===== src/rtl/dmem_arbiter_pkg.sv =====
// Shared constants for the processor data path and the data-memory arbiter.
// Holds the data width, arbiter mode encoding, default starvation/burst limits
// and a counter-width helper used to size the saturating counters.
package dmem_arbiter_pkg;

  // Processor data path width (address and data words).
  localparam int XLEN = 32;

  // Arbiter defaults.
  localparam int STARVE_MAX_DEF = 4;
  localparam int BURST_MAX_DEF  = 8;

  typedef enum logic [0:0] {
    S_IDLE  = 1'b0,
    S_BURST = 1'b1
  } arb_mode_t;

  // Bits needed to hold a counter that saturates at max_val (always >= 1).
  function automatic int cnt_width(input int max_val);
    return (max_val < 2) ? 1 : $clog2(max_val + 1);
  endfunction

endpackage


===== src/rtl/dmem_arbiter_if.sv =====
// Bus bundle between the CPU port, DMA port and the single-port data memory.
// Ports: cpu_* (request/we/addr/wdata in, rdata/stall out), dma_* (request/we/lock/
// addr/wdata in, rdata/gnt out), mem_* (we/addr/wdata out, rdata in) as seen by the arbiter.
interface dmem_arbiter_if;
  import dmem_arbiter_pkg::*;

  logic            cpu_req;
  logic            cpu_we;
  logic [XLEN-1:0] cpu_addr;
  logic [XLEN-1:0] cpu_wdata;
  logic [XLEN-1:0] cpu_rdata;
  logic            cpu_stall;

  logic            dma_req;
  logic            dma_we;
  logic            dma_lock;
  logic [XLEN-1:0] dma_addr;
  logic [XLEN-1:0] dma_wdata;
  logic [XLEN-1:0] dma_rdata;
  logic            dma_gnt;

  logic            mem_we;
  logic [XLEN-1:0] mem_addr;
  logic [XLEN-1:0] mem_wdata;
  logic [XLEN-1:0] mem_rdata;

  // Arbiter side.
  modport slave (
    input  cpu_req, cpu_we, cpu_addr, cpu_wdata,
    output cpu_rdata, cpu_stall,
    input  dma_req, dma_we, dma_lock, dma_addr, dma_wdata,
    output dma_rdata, dma_gnt,
    output mem_we, mem_addr, mem_wdata,
    input  mem_rdata
  );

  // Requesters and memory side (environment around the arbiter).
  modport master (
    output cpu_req, cpu_we, cpu_addr, cpu_wdata,
    input  cpu_rdata, cpu_stall,
    output dma_req, dma_we, dma_lock, dma_addr, dma_wdata,
    input  dma_rdata, dma_gnt,
    input  mem_we, mem_addr, mem_wdata,
    output mem_rdata
  );

endinterface


===== src/rtl/dmem_arbiter.sv =====
// Two-port (CPU / DMA) arbiter in front of a single-port data memory.
// Grants are combinational from the current mode/counters; reads return in the grant cycle.
// Ports: clk, reset (sync, active-low), bus (dmem_arbiter_if.slave). A losing CPU sees cpu_stall,
// a losing DMA sees dma_gnt low; both must hold their request until granted.
module dmem_arbiter
  import dmem_arbiter_pkg::*;
#(
  parameter int STARVE_MAX = STARVE_MAX_DEF,
  parameter int BURST_MAX  = BURST_MAX_DEF
) (
  input  logic           clk,
  input  logic           reset,
  dmem_arbiter_if.slave  bus
);

  localparam int SW = cnt_width(STARVE_MAX);
  localparam int BW = cnt_width(BURST_MAX);

  arb_mode_t       mode;
  logic [SW-1:0]   starve_cnt;
  logic [BW-1:0]   burst_cnt;

  logic            starve_full;
  logic            burst_full;
  logic            cpu_gnt;
  logic            dma_gnt;

  assign starve_full = (starve_cnt == SW'(STARVE_MAX));
  assign burst_full  = (burst_cnt  == BW'(BURST_MAX));

  // Grant decision. Reset suppresses every grant so nothing reaches memory
  // and no stall is reported while the block is held in reset.
  always_comb begin
    cpu_gnt = 1'b0;
    dma_gnt = 1'b0;
    if (reset) begin
      case (mode)
        S_IDLE: begin
          // CPU wins ties until the DMA has lost STARVE_MAX contended cycles.
          if (bus.dma_req && (!bus.cpu_req || starve_full)) dma_gnt = 1'b1;
          else if (bus.cpu_req)                              cpu_gnt = 1'b1;
        end
        S_BURST: begin
          // Locked burst keeps the DMA on the bus until the length cap is hit
          // while the CPU is waiting.
          if (bus.dma_req && !(burst_full && bus.cpu_req)) dma_gnt = 1'b1;
          else if (bus.cpu_req)                            cpu_gnt = 1'b1;
        end
        default: begin
          cpu_gnt = 1'b0;
          dma_gnt = 1'b0;
        end
      endcase
    end
  end

  // Memory-side mux: only the granted port can drive a write.
  always_comb begin
    bus.mem_we    = 1'b0;
    bus.mem_addr  = '0;
    bus.mem_wdata = '0;
    if (dma_gnt) begin
      bus.mem_we    = bus.dma_we;
      bus.mem_addr  = bus.dma_addr;
      bus.mem_wdata = bus.dma_wdata;
    end else if (cpu_gnt) begin
      bus.mem_we    = bus.cpu_we;
      bus.mem_addr  = bus.cpu_addr;
      bus.mem_wdata = bus.cpu_wdata;
    end
  end

  assign bus.cpu_stall = bus.cpu_req & ~cpu_gnt & reset;
  assign bus.dma_gnt   = dma_gnt;
  assign bus.cpu_rdata = bus.mem_rdata;
  assign bus.dma_rdata = bus.mem_rdata;

  always_ff @(posedge clk) begin
    if (!reset) begin
      mode       <= S_IDLE;
      starve_cnt <= '0;
      burst_cnt  <= '0;
    end else begin
      if (dma_gnt)                         starve_cnt <= '0;
      else if (bus.dma_req && !starve_full) starve_cnt <= starve_cnt + SW'(1);

      case (mode)
        S_IDLE: begin
          if (dma_gnt && bus.dma_lock) begin
            mode      <= S_BURST;
            burst_cnt <= BW'(1);
          end
        end
        S_BURST: begin
          // Leave on: DMA drops its request, an unlocked grant, or a forced
          // release (DMA requesting but not granted).
          if (!bus.dma_req || !dma_gnt || !bus.dma_lock) begin
            mode      <= S_IDLE;
            burst_cnt <= '0;
          end else if (!burst_full) begin
            burst_cnt <= burst_cnt + BW'(1);
          end
        end
        default: begin
          mode      <= S_IDLE;
          burst_cnt <= '0;
        end
      endcase
    end
  end

endmodule


===== src/flat_wrapper.sv =====
// flat-port wrapper written by rule: the top's interface ports become plain ports
module dmem_arbiter_flat import dmem_arbiter_pkg::*;
#(
  parameter int STARVE_MAX = STARVE_MAX_DEF,
  parameter int BURST_MAX  = BURST_MAX_DEF
)
  (clk, reset, bus_cpu_req, bus_cpu_we, bus_cpu_addr, bus_cpu_wdata, bus_cpu_rdata, bus_cpu_stall, bus_dma_req, bus_dma_we, bus_dma_lock, bus_dma_addr, bus_dma_wdata, bus_dma_rdata, bus_dma_gnt, bus_mem_we, bus_mem_addr, bus_mem_wdata, bus_mem_rdata);
  dmem_arbiter_if bus_i ();
  input  logic clk;
  input  logic reset;
  input wire logic [$bits(bus_i.cpu_req)-1:0] bus_cpu_req;
  input wire logic [$bits(bus_i.cpu_we)-1:0] bus_cpu_we;
  input wire logic [$bits(bus_i.cpu_addr)-1:0] bus_cpu_addr;
  input wire logic [$bits(bus_i.cpu_wdata)-1:0] bus_cpu_wdata;
  output wire logic [$bits(bus_i.cpu_rdata)-1:0] bus_cpu_rdata;
  output wire logic [$bits(bus_i.cpu_stall)-1:0] bus_cpu_stall;
  input wire logic [$bits(bus_i.dma_req)-1:0] bus_dma_req;
  input wire logic [$bits(bus_i.dma_we)-1:0] bus_dma_we;
  input wire logic [$bits(bus_i.dma_lock)-1:0] bus_dma_lock;
  input wire logic [$bits(bus_i.dma_addr)-1:0] bus_dma_addr;
  input wire logic [$bits(bus_i.dma_wdata)-1:0] bus_dma_wdata;
  output wire logic [$bits(bus_i.dma_rdata)-1:0] bus_dma_rdata;
  output wire logic [$bits(bus_i.dma_gnt)-1:0] bus_dma_gnt;
  output wire logic [$bits(bus_i.mem_we)-1:0] bus_mem_we;
  output wire logic [$bits(bus_i.mem_addr)-1:0] bus_mem_addr;
  output wire logic [$bits(bus_i.mem_wdata)-1:0] bus_mem_wdata;
  input wire logic [$bits(bus_i.mem_rdata)-1:0] bus_mem_rdata;
  assign bus_i.cpu_req = bus_cpu_req;
  assign bus_i.cpu_we = bus_cpu_we;
  assign bus_i.cpu_addr = bus_cpu_addr;
  assign bus_i.cpu_wdata = bus_cpu_wdata;
  assign bus_cpu_rdata = bus_i.cpu_rdata;
  assign bus_cpu_stall = bus_i.cpu_stall;
  assign bus_i.dma_req = bus_dma_req;
  assign bus_i.dma_we = bus_dma_we;
  assign bus_i.dma_lock = bus_dma_lock;
  assign bus_i.dma_addr = bus_dma_addr;
  assign bus_i.dma_wdata = bus_dma_wdata;
  assign bus_dma_rdata = bus_i.dma_rdata;
  assign bus_dma_gnt = bus_i.dma_gnt;
  assign bus_mem_we = bus_i.mem_we;
  assign bus_mem_addr = bus_i.mem_addr;
  assign bus_mem_wdata = bus_i.mem_wdata;
  assign bus_i.mem_rdata = bus_mem_rdata;
  dmem_arbiter #(.STARVE_MAX(STARVE_MAX), .BURST_MAX(BURST_MAX)) u_core (.clk(clk), .reset(reset), .bus(bus_i));
endmodule

===== config.mk =====
export PLATFORM = sky130hd
export DESIGN_NAME = dmem_arbiter_flat
export DESIGN_NICKNAME = d
export VERILOG_FILES = /design/src/rtl/dmem_arbiter_pkg.sv /design/src/rtl/dmem_arbiter_if.sv /design/src/rtl/dmem_arbiter.sv /design/src/flat_wrapper.sv
export SDC_FILE = /design/constraint.sdc
export NUM_CORES = 1
export LEC_CHECK = 0
export ABC_AREA = 1
export BUFFER_PORTS_ARGS = -buffer_cell sky130_fd_sc_hd__buf_2
export CAP_MARGIN = 20
export CORE_AREA = 2 2 114 116
export DETAILED_ROUTE_END_ITERATION = 10
export DIE_AREA = 0 0 116 118
export GPL_TIMING_DRIVEN = 0
export PLACE_DENSITY = 0.64
export SLEW_MARGIN = 10
export SYNTH_ARGS = -nofsm -noshare
export SYNTH_HDL_FRONTEND = slang
export SYNTH_SLANG_ARGS = --single-unit

===== constraint.sdc =====
create_clock -name clk -period 1.7 [get_ports clk]
set_input_delay 0.34 -clock clk [delete_from_list [all_inputs] [get_ports clk]]
set_output_delay 0.34 -clock clk [all_outputs]
set_load 0.02 [all_outputs]

==> results of run 1 <==
## sequential cells by signal (all words and copies together), names as in the netlist
register,cells
u_core.mode,1
u_core.burst_cnt,4
u_core.starve_cnt,3
## cells in the mapped netlist
master     n  area [µm²]
a21boi_0   1        7.51
a21oi_1    6        30.0
a31oi_1    1        6.26
buf_2      3        15.0
buf_4     64         480
buf_6      9         101
buf_8      3        45.0
clkbuf_1   1        3.75
dfxtp_1    8         160
ha_1       4        50.1
inv_1     76         285
inv_2      2        7.51
nand2_1   53         199
nand2_2   23         144
nand2_4    1        11.3
nand3_1    5        25.0
nand3_2    2        20.0
nand3_4    1        17.5
nand4_1    6        37.5
nor2_1     3        11.3
nor2_2     1        6.26
o21ai_0   18        90.1
o21ai_2   50         438
xor2_1     2        17.5
## power by group through the flow
stage / sequential, µW / clock [µW] / combinational [µW]
5_1_grt: 196 / 426 / 1380
3_3_place_gp: 201 / 0 / 1080
4_1_cts: 197 / 417 / 1290
6_report: 196 / 404 / 1300
3_5_place_dp: 201 / 0 / 1080
2_1_floorplan: 200 / 0 / 722
## final cells by class
cell class | instances | area, µm² | area share
buffer | 79 | 744 | 0.144
tap | 172 | 215 | 0.0418
timing repair buffer | 279 | 1950 | 0.378
clock buffer | 3 | 75.1 | 0.0146
multi-input combinational | 177 | 1700 | 0.329
sequential | 8 | 170 | 0.0330
inverter | 78 | 300 | 0.0583
## through the flow
stage / setup TNS [ns] / worst slack, ns / total power (µW)
after floorplan: -8.44 / -0.155 / 922
after global placement: -27.48 / -0.511 / 1280
after detailed placement: -27.76 / -0.515 / 1280
after CTS: -31.06 / -0.517 / 1900
after global routing: -36.13 / -0.601 / 2010
final: -30.45 / -0.522 / 1900
## tightest hold or removal path, cell delays in order
cell,delay [ns]
buf_6,0.12
nand2_1,0.07
a21oi_1,0.03
## final timing paths
kind	slack [ns]	startpoint	endpoint
worst max-delay path	-0.52	u_core.starve_cnt[0]	bus_mem_addr[18]
worst max register to register	0.19	u_core.burst_cnt[0]	u_core.burst_cnt[3]
worst min register to register	0.52	u_core.burst_cnt[1]	u_core.burst_cnt[1]
worst min-delay path	0.37	reset	u_core.burst_cnt[3]
## timing repair
action / CTS / global route
pin swaps: 10 / 3
hold endpoints to repair: 0 / 0
gates resized for setup: 156 / 22
setup endpoints to repair: 67 / 67
buffers inserted: 9 / 3
cloned: 4 / 1
## cell families after synthesis
family,count (synthesis)
compound gates,76
xor+xnor,2
fa+ha+maj,4
simple gates,95
flops,8
buf+inv,158
## routing by layer
| layer | vias to the layer above | share of wire | global-route usage |
|---|---|---|---|
| met5 | - | 0 | 0 |
| met1 | 1347 | 0.37 | 0.147 |
| met3 | 7 | 0.082 | 0.0211 |
| met2 | 134 | 0.54 | 0.250 |
| li1 | 1543 | - | - |
| met4 | 0 | 0.011 | 0.0275 |
==> impl_metrics.tcl, run 1 <==
set metrics [dict create \
    status "complete, but fails checks" \
    failed_checks "setup timing" \
    start_kind "register" \
    setup_ws_ns -0.522 \
    required_ns 1.36 \
    worst_ep_arrival_time_ns 1.88 \
    gp_congestion 0.760 \
    grt_pass1_vias 2904 \
    worst_path_dominant_cell_family "buffers and inverters" \
    die_w_um 116 \
    viasPerCell 3.81 \
    instances_no_fill 796 \
    hold_viol_final 0 \
    synth.area.mux_share 0 \
    min_period_ns 2.22 \
    port-buffer-count 263 \
    place_area_um2 4300 \
    crit_slowest_cell "dfxtp_2" \
    synth_seq_cells 8 \
    crit_buf_inv 4 \
    final_cell_mix "buf_2, buf_4, inv_1" \
    ir_worst_vdd_mv 0.465 \
    synthSimpleGateAreaFrac 0.213 \
    path_depth 12 \
    fmax_mhz 450 \
    drv_cap 0 \
    clockRootBuffer "clkbuf_16" \
    power.switching_uw 760 \
    syn2layout_area_growth_pct 133 \
    static-leakage-power_uw 0.00273 \
    pin_count 298 \
    vias 3031 \
    dieHeight_um 118 \
    ant_nets 0 \
    synth_cell_type_count 24 \
    ctsHoldBuffers 0 \
    rsz0062_at_grt "true" \
    dp.final_hpwl_mm 7.72 \
    worstPathCellList "inv_2, ha_4, nand2_4, nor2_4, nor2_4, nand2_4, nand2_4, nand3_4, buf_12, buf_16, o21ai_4, buf_6" \
    combPwrFrac 0.685 \
    clock_latency_ns 0.24 \
    p_seq_frac 0.103 \
    coreArea_um2 12400 \
    grt_pass1_wl_mm 14.3 \
    cts_max_path_buffers 2 \
    drt_wl_total_mm 9.94 \
    ys_warn_count 0 \
    fin_nets 797 \
    timing.critical_path.mode_cell "nand2_4" \
    drtPass1Iterations 4 \
    synth_seq_area_share 0.0725 \
    synth_top_family_by_area "buffers and inverters" \
    syn_area_per_cell_um2 6.44 \
    clkSinkCount 8 \
    synth_compound_area_frac 0.259 \
    tightestPinTransition_ns 0.253 \
    reg2regPathDepth 11 \
    fin_crit_sh 1.31 \
    min_path_type "input pin to register" \
    worstPathMaxFanout 7 \
    cts_buffers 3 \
    max_stage_delay_ns 0.33 \
    drv_slew 0 \
    fin_util 0.415 \
    grt_usage 0.130 \
    p_int_uw 1140 \
    final_common_cell "buf_2" \
    syn_nets 514 \
    synth.cell_area_um2 2210 \
    fin_skew_ns 0.00239 \
    grt_max_degree 11 \
    synth_xor_area_frac 0.00793 \
    synth_adder_area_share 0.0227 \
    hold_ws_ns 0.369 \
    synthCells 343 \
    whs_path_depth 3 \
    row_count 41 \
    clkPwrFrac 0.212 \
    slew-limit-headroom 0.831 \
    timing.setup.critical_path_class "register to output port" \
    drt_iter0_drc 93 \
    initial_core_util 0.178 \
    design_area_um2 5150 \
    place_inst 778 \
    die_area_um2 13700 \
    cts_tree "yes" \
    cts.clk_slew.worst_paths_ns 0.04 \
    avgRoutedWirePerCell_um 12.5 \
    p_sw_frac 0.399 \
    p_per_area_nw_per_um2 369 \
    endpoint_kind "output port" \
    antenna_cells 0 \
    grt_remaining_overflow 0 \
    antenna_found_initial 0 \
    cts-htree-levels 1 \
    drc 0 \
    drive_gt1_frac 0.752 \
    setup_viol 67 \
    n_fill_cell 1249 \
]
No activity file was read; power rests on OpenSTA's default activity.
==> run 2, diff against run 1 <==
==> constraint.sdc (replaced) <==
create_clock -name clk -period 1.7 [get_ports clk]
set_input_delay 0.34 -clock clk [delete_from_list [all_inputs] [get_ports clk]]
set_output_delay 0.34 -clock clk [all_outputs]
set_load 0.005 [all_outputs]
==> run 2 against run 1 <==
Compared with the run above:
- the run still ends with setup timing left
- combinational power fell by 30%
- register-to-register slack better by 0.06 ns
- design area down 13%
- first-iteration DRC count decreased by 41%
- flip-flop and latch count stayed put
- highest routed layer is now met5
==> impl_metrics.tcl, run 2 (synthesized netlist as in run 1, its figures left out) <==
set metrics [dict create \
    antenna_found_initial 1 \
    min_path_type "input pin to register" \
    vias 3024 \
    pin_count 298 \
    drv_slew 0 \
    tightestPinTransition_ns 0.271 \
    hp-start "reset" \
    viasPerCell 3.78 \
    avgRoutedWirePerCell_um 12.5 \
    cts-htree-levels 1 \
    largest_register_ffs 4 \
    dp.final_hpwl_mm 7.89 \
    ctsHoldBuffers 0 \
    dieHeight_um 118 \
    clock_latency_ns 0.23 \
    place_inst 778 \
    fin_crit_sh 1.29 \
    initial_core_util 0.178 \
    grt_usage 0.130 \
    p_per_area_nw_per_um2 331 \
    cts_tree "yes" \
    drtPass1Iterations 4 \
    start_kind "register" \
    grt_remaining_overflow 0 \
    gp_congestion 0.770 \
    setup_viol 67 \
    die_w_um 116 \
    row_count 41 \
    clockRootBuffer "clkbuf_16" \
    place_area_um2 3780 \
    n_fill_cell 1320 \
    cts_buffers 3 \
    endpoint_kind "output port" \
    grt_pass1_vias 2841 \
    required_ns 1.36 \
    cts.clk_slew.worst_paths_ns 0.04 \
    static-leakage-power_uw 0.00266 \
    top_regs "u_core.burst_cnt x4, u_core.starve_cnt x3, u_core.mode x1" \
    die_area_um2 13700 \
    antenna_cells 0 \
    final_common_cell "buf_2" \
    fmax_mhz 457 \
    port-buffer-count 263 \
    drive_gt1_frac 0.766 \
    cp-startpoint "u_core.starve_cnt[1]" \
    regMostFlops "u_core.burst_cnt" \
    worstPathMaxFanout 10 \
    instances_no_fill 800 \
    fin_skew_ns 0.00183 \
    worst_ep_arrival_time_ns 1.85 \
    drv_cap 0 \
    design_area_um2 4500 \
    syn2layout_area_growth_pct 104 \
    seq_area_um2 168 \
    slew-limit-headroom 0.819 \
    final_cell_mix "buf_2, inv_1, buf_4" \
    min_period_ns 2.19 \
    drt_wl_total_mm 10.0 \
    multi_input_comb_area_um2 1350 \
    timing.setup.critical_path_class "register to output port" \
    ir_worst_vdd_mv 0.866 \
    grt_max_degree 11 \
    coreArea_um2 12400 \
    drc 0 \
    drt_iter0_drc 55 \
    status "complete, but fails checks" \
    clkSinkCount 8 \
    grt_pass1_wl_mm 14.1 \
    hold_viol_final 0 \
    cts_max_path_buffers 2 \
    rsz0062_at_grt "true" \
    failed_checks "setup timing" \
    setup_ws_ns -0.490 \
    fin_nets 801 \
    r2r-start "u_core.starve_cnt[1]" \
    ant_nets 0 \
]
[run 2: cell types whose count changed in the layout (fill, tap and decap cells not counted), moves of 7 or more]
cell,previous run,this run
buf_2,197,258
buf_6,68,10
o21ai_4,62,13
o21ai_2,1,44
nand2_1,48,34
nand2_2,23,35
buf_12,6,13
[run 2: timing repair]
item	CTS	global route
setup endpoints to repair	67	67
cloned	3	4
hold endpoints to repair	0	0
resized for setup	61	43
setup buffers	10	5
pin swaps	4	6
[run 2: power by group]
part	leakage (µW)	switching (µW)	internal [µW]	total [µW]
logic	0.00255	389	518	907
registers	0.0000669	3.96	193	197
clock network	0.0000370	84.5	302	387
[run 2: worst paths after layout]
check	to	slack [ns]	cells past startpoint
worst max-delay path	bus_mem_wdata[23]	-0.49	12
worst min-delay path	u_core.burst_cnt[3]	0.38	3
worst max register to register	u_core.burst_cnt[1]	0.25	8
worst min register to register	u_core.burst_cnt[2]	0.54	2
[run 2: worst max-delay path, cell delays in order (launching register included)]
cell     delay [ns]
dfxtp_2        0.33
inv_2          0.04
ha_4           0.15
nand2_4        0.07
nor2_4         0.04
nor2_4         0.13
nand2_4        0.08
nand2_4        0.07
nand3_4        0.10
buf_12         0.17
buf_12         0.15
o21ai_4        0.14
buf_2          0.14
[run 2: cell type report]
cell class / count / area share
plain buffers: 80 / 0.165
repair buffers: 282 / 0.366
multi-input cells: 177 / 0.300
well taps: 172 / 0.0478
inverters: 78 / 0.0667
clock buffers: 3 / 0.0167
flip-flops and latches: 8 / 0.0372
[run 2: stage by stage]
step | setup TNS [ns] | hold slack [ns] | setup slack [ns] | util | total power (µW)
floorplan | -1.21 | 0.454 | -0.0443 | - | 584
CTS | -25.68 | 0.374 | -0.458 | 0.342 | 1450
finish | -27.56 | 0.381 | -0.490 | 0.363 | 1490
global placement | -22.81 | 0.470 | -0.415 | 0.305 | 949
detailed placement | -23.15 | 0.476 | -0.423 | 0.305 | 955
global route | -33.52 | 0.399 | -0.578 | 0.363 | 1590
[run 2: routing by layer]
metal	part of all wire	track usage	vias to the layer above	routed length (µm)
met5	0.0013	0	-	13
met4	0.00060	0.00893	2	6
met3	0.081	0.0242	4	810
met2	0.51	0.243	145	5160
met1	0.40	0.160	1321	4050
li1	-	-	1552	-
